### config.mk
export PLATFORM = sky130hd
export DESIGN_NAME = hash_receiver
export DESIGN_NICKNAME = d
export VERILOG_FILES = /design/src/rtl/hash_receiver.sv
export SDC_FILE = /design/constraint.sdc
export NUM_CORES = 1
export LEC_CHECK = 0
export BUFFER_PORTS_ARGS = -buffer_cell sky130_fd_sc_hd__buf_2
export CORE_UTILIZATION = 49
export CTS_CLUSTER_SIZE = 30
export DETAILED_ROUTE_END_ITERATION = 8
export GPL_ROUTABILITY_DRIVEN = 0
export PLACE_DENSITY = 0.77
export SYNTH_ARGS = -nofsm -noshare
export SYNTH_HDL_FRONTEND = slang
export SYNTH_SLANG_ARGS = --single-unit
### constraint.sdc
create_clock -name Clock -period 1.8 [get_ports Clock]
set_input_delay 0.18 -clock Clock [delete_from_list [all_inputs] [get_ports Clock]]
set_output_delay 0.18 -clock Clock [all_outputs]
set_load 0.02 [all_outputs]
### src/rtl/hash_receiver.sv
// Reassembles a little-endian byte stream into a HASH_BYTES-wide hash and compares it against Expected.
// Also flags inter-byte gap timeouts and bytes that arrive while a completed frame is still unacknowledged.
module hash_receiver #(
  parameter int unsigned HASH_BYTES = 8,
  parameter int unsigned GAP_LIMIT  = 15
) (
  input  logic                    Clock,
  input  logic                    Reset,
  input  logic [7:0]              Byte,
  input  logic                    ByteValid,
  input  logic [8*HASH_BYTES-1:0] Expected,
  input  logic                    Ack,
  output logic [8*HASH_BYTES-1:0] Hash,
  output logic                    Done,
  output logic                    Match,
  output logic                    Error,
  output logic                    Overrun,
  output logic [3:0]              ByteCount
);

  localparam int unsigned HASH_W   = 8 * HASH_BYTES;
  localparam logic [3:0]  CNT_LAST = 4'(HASH_BYTES - 1);
  localparam logic [7:0]  GAP_LAST = 8'(GAP_LIMIT - 1);

  typedef enum logic [1:0] {IDLE, COLLECT, DONE} state_t;

  state_t              state_q, state_d;
  logic [HASH_W-1:0]   shreg_q, shreg_d;
  logic [HASH_W-1:0]   hash_d;
  logic                done_d, match_d, error_d, overrun_d;
  logic [3:0]          count_d;
  logic [7:0]          gap_q, gap_d;
  logic [HASH_W-1:0]   assembled_c;
  logic                last_c, gap_hit_c;

  // New bytes enter at the top so the first byte ends up in bits [7:0].
  assign assembled_c = {Byte, shreg_q[HASH_W-1:8]};
  assign last_c      = (ByteCount == CNT_LAST);
  assign gap_hit_c   = (gap_q == GAP_LAST);

  // State register
  always_ff @(posedge Clock) begin
    if (!Reset) state_q <= IDLE;
    else        state_q <= state_d;
  end

  // Next-state logic
  always_comb begin
    state_d = state_q;
    case (state_q)
      IDLE:    if (ByteValid) state_d = COLLECT;
      COLLECT: begin
        if (ByteValid && last_c)        state_d = DONE;
        else if (!ByteValid && gap_hit_c) state_d = IDLE;
      end
      DONE:    if (Ack) state_d = IDLE;
      default: state_d = IDLE;
    endcase
  end

  // Output / datapath next values
  always_comb begin
    shreg_d   = shreg_q;
    hash_d    = Hash;
    done_d    = Done;
    match_d   = Match;
    error_d   = Error;
    overrun_d = Overrun;
    count_d   = ByteCount;
    gap_d     = gap_q;
    case (state_q)
      IDLE: begin
        if (ByteValid) begin
          shreg_d = assembled_c;
          count_d = 4'd1;
          error_d = 1'b0;
          gap_d   = 8'd0;
        end
      end
      COLLECT: begin
        if (ByteValid) begin
          count_d = ByteCount + 4'd1;
          gap_d   = 8'd0;
          if (last_c) begin
            hash_d  = assembled_c;
            match_d = (assembled_c == Expected);
            done_d  = 1'b1;
            shreg_d = '0;
          end else begin
            shreg_d = assembled_c;
          end
        end else if (gap_hit_c) begin
          error_d = 1'b1;
          count_d = 4'd0;
          shreg_d = '0;
          gap_d   = 8'd0;
        end else begin
          gap_d = (gap_q == 8'hFF) ? gap_q : gap_q + 8'd1;
        end
      end
      DONE: begin
        // Ack wins over a coincident byte, which is simply dropped.
        if (Ack) begin
          done_d    = 1'b0;
          match_d   = 1'b0;
          overrun_d = 1'b0;
          error_d   = 1'b0;
          count_d   = 4'd0;
        end else if (ByteValid) begin
          overrun_d = 1'b1;
        end
      end
      default: ;
    endcase
  end

  // Datapath and output registers
  always_ff @(posedge Clock) begin
    if (!Reset) begin
      shreg_q   <= '0;
      Hash      <= '0;
      Done      <= 1'b0;
      Match     <= 1'b0;
      Error     <= 1'b0;
      Overrun   <= 1'b0;
      ByteCount <= 4'd0;
      gap_q     <= 8'd0;
    end else begin
      shreg_q   <= shreg_d;
      Hash      <= hash_d;
      Done      <= done_d;
      Match     <= match_d;
      Error     <= error_d;
      Overrun   <= overrun_d;
      ByteCount <= count_d;
      gap_q     <= gap_d;
    end
  end

endmodule

==> reports/qor.csv <==
stage,metric,value,unit
run_status,status,finished clean,
synth,syn_area,0.00622,sq mm
synth,synth-seq-cells,138,
cells_and_area,drive_above_1_share,28.8,%
timing,min_period,1760,ps
synth,synthesis.nets,827,
global_route,antenna_found_initial,0,
synth,synth_cells,744,
critical_path,crit_path_max_fanout,17,
placement,place_ws,-24.0,ps
critical_path,reg2reg_depth,9,
critical_path,crit_top_cell,buf_12,
global_route,grt_start_max_net_pins,65,
synth,synth_xor_xnor_area_share,9.30,%
critical_path,critPathSlowestCell,dfxtp_4,
critical_path,slowest_delay,370,ps
global_route,grtUsageTotal,28.5,%
critical_path,endpoint,shreg_q[20],
die,die_x,115,um
timing,hold_viol_final,0,
clocking,cts_max_level,4,
synth,synth_top_family_by_area,simple AND/OR/NAND/NOR gates,
cells_and_area,instances_no_fill,1101,
synth,async_flop_share,0,%
synth,yosysTopAreaCell,dfxtp_1,
cells_and_area,regArea,0.00277,sq mm
die,core_area,0.0122,sq mm
detailed_routing,wirelength,18800,um
critical_path,rrSetupSlack,40,ps
critical_path,crit_path_start,state_q[0],
synth,ys.flop_type,dfxtp_1,
global_route,grt.overflow.total,0,
synth,synth_compound_area_share,18.4,%
global_route,grt_pass1_vias,5489,
die,row_count,40,
timing,tightestPinTransition,594,ps
critical_path,r2r_start,state_q[0],
synth,yosysUniqueCellTypes,45,
synth,synth_edf_count,0,
critical_path,end_kind,flop,
pwr,finalPower,7.38,mW
pwr,powerDensity,896,mW/mm^2
clocking,insertion_delay,430,ps
detailed_routing,firstDrtPassIters,5,
timing,fin_ws,37.9,ps
timing,max_slew_margin,60.4,%
synth,synth_fa_ha_area_share,1.41,%
critical_path,cp.arrival,2110,ps
cells_and_area,n_fill_cell,1022,
die,die-area,0.0131,sq mm
cells_and_area,fin_util,67.4,%
placement,io_buffer_count,147,
critical_path,r2r-end,shreg_q[20],
critical_path,cp_cell_sequence,inv_2 -> ha_4 -> mux2i_4 -> buf_12 -> nor2_4 -> buf_4 -> buf_12 -> nand3b_1 -> a21oi_2,
timing,fin_skew,6.16,ps
timing,final-setup-viol-count,0,
critical_path,crit_required,2150,ps
die,fp.dieH,115,um
cells_and_area,multiInputGateArea,0.00326,sq mm
synth,synth_top_area_share,44.4,%
synth,synthMuxAreaShare,0.865,%
critical_path,start_kind,flop,
placement,dp_cells,1052,
synth,yosys_warnings,0,
timing,max_freq,0.567,GHz
synth,ys_seq_area_share,44.4,%
detailed_routing,drtAntennaViolNets,0,
clocking,cts_made_buffers,17,
critical_path,critPathKind,flop to flop,
hold_path,min_path_type,input port to flop,
cells_and_area,nets,1004,
pwr,ir_worst_vdd,0.564,mV
synth,syn_avg_cell_area,8.36,sq um
cells_and_area,syn_to_final_growth,32.4,%
detailed_routing,wl_per_cell,17.1,um
placement,dp_hpwl,12700,um
detailed_routing,route.detailed.drc,0,
timing,finalCritPeriodShare,97.9,%
die,initial_core_util,50.9,%
detailed_routing,first_iter_violations,652,
synth,yosys.area_share.simple,21.1,%
global_route,grt_pass1_wl,28300,um
detailed_routing,viasPerCell,5.52,
clocking,clkSinkCount,138,
die,io_pins,148,
clocking,clock-root-buffer,clkbuf_16,
placement,place_area,0.00741,sq mm
flow_run,maxCapViolCount,0,
timing,tns,0,ps
cells_and_area,n_antenna_cell,0,
cells_and_area,fin_area,0.00823,sq mm
synth,synth.area.top_cells,"dfxtp_1, a21oi_1, nand2_1",
timing,hold_slack,31.6,ps
clocking,cts_tree,done,
pwr,p_leak,3.23,nW
timing,finalMaxSlewViolations,0,
detailed_routing,via_count,6078,
clocking,cts.clk_slew.worst_paths,50,ps
clocking,cts_buffer_depth,2,
state kept, by name, indices dropped and copies added (netlist names):
signal	cells
ByteCount	4
Done	1
Error	1
Hash	64
Match	1
Overrun	1
gap_q	8
shreg_q	56
state_q	2
timing repair:
item / 4_1_cts / 5_1_grt
gates cloned: 1 / 1
pin swaps: 2 / 6
resized for setup: 8 / 14
hold endpoints to repair: 1 / 0
buffers inserted: 1 / 15
hold buffers: 1 / 0
endpoints found under the setup margin: 52 / 110
metal layers:
metal | part of all wire (%) | track usage (%) | vias to the layer above
li1 | - | - | 2915
met3 | 7.9 | 8.68 | 32
met4 | 2.2 | 9.52 | 0
met1 | 43 | 36.0 | 2884
met5 | 0 | 0 | -
met2 | 47 | 46.3 | 247
worst min-delay path by stage:
stage	slack, ps	depth (start not counted)	endpoint	from
CTS	30	3	Hash[60]	Byte[4]
floorplan	280	1	Overrun	Ack
global route	30	3	Hash[63]	Byte[7]
detailed placement	420	2	Overrun	Ack
finish	30	3	Hash[60]	Byte[4]
global placement	410	2	Overrun	Ack
layout by cell type (no fill, tap or decap), types with 10 or more instances in the layout:
cell	count
nor3_1	10
nand4_1	14
buf_2	147
nand2_1	135
buf_4	54
clkbuf_16	18
o21ai_1	60
a21oi_1	123
nand3b_1	57
dfxtp_1	136
xor2_1	33
xnor2_1	33
cells by family (layout without fill, tap and decap cells):
group / after synthesis / after routing
simple gates: 256 / 256
compound gates: 209 / 209
flops: 138 / 138
xor+xnor: 66 / 66
buf+inv: 64 / 253
fa+ha+maj: 7 / 7
mux: 4 / 4
power breakdown:
group          switching (mW)  internal [mW]
clock                    1.28           2.06
combinational           0.496          0.422
sequential             0.0341           3.08
total                    1.81           5.57
synthesized netlist by cell type (2+ instances only):
library cell and count:
nor2b_1 2, clkbuf_1 38, nand2b_1 3, buf_6 2
a21boi_1 4, nand4_1 14, nor4_1 9, ha_1 7
xnor2_1 33, xor2_1 33, nand3b_1 57, and2_1 2
inv_1 8, buf_4 2, or2_1 2, a21oi_1 126
o21ai_1 60, and3_1 2, o21a_1 5, o21ai_0 3
dfxtp_1 138, nand3_1 5, nor2_1 9, nor2_2 2
buf_2 14, nand2_1 135, mux2i_1 2, nor3_1 10
critical path: cells and delay by family (launching register included):
kind                     cells  cell delay [ps]
AND/OR/NAND/NOR              2              240
adder cells (fa/ha/maj)      1              180
multiplexers                 1              200
flip-flops                   1              370
buffers and inverters        4              520
AO/OA/AOI/OAI                1              170
cell type report:
| cell class | instances | share of cell area, % |
|---|---|---|
| Clock buffer | 24 | 6.09 |
| Clock inverter | 7 | 0.790 |
| Inverter | 8 | 0.380 |
| Multi-Input combinational cell | 542 | 39.6 |
| Sequential cell | 138 | 33.6 |
| Tap cell | 168 | 2.55 |
| Timing Repair Buffer | 214 | 16.9 |
Note: power is estimated with default switching activity, not from simulation.
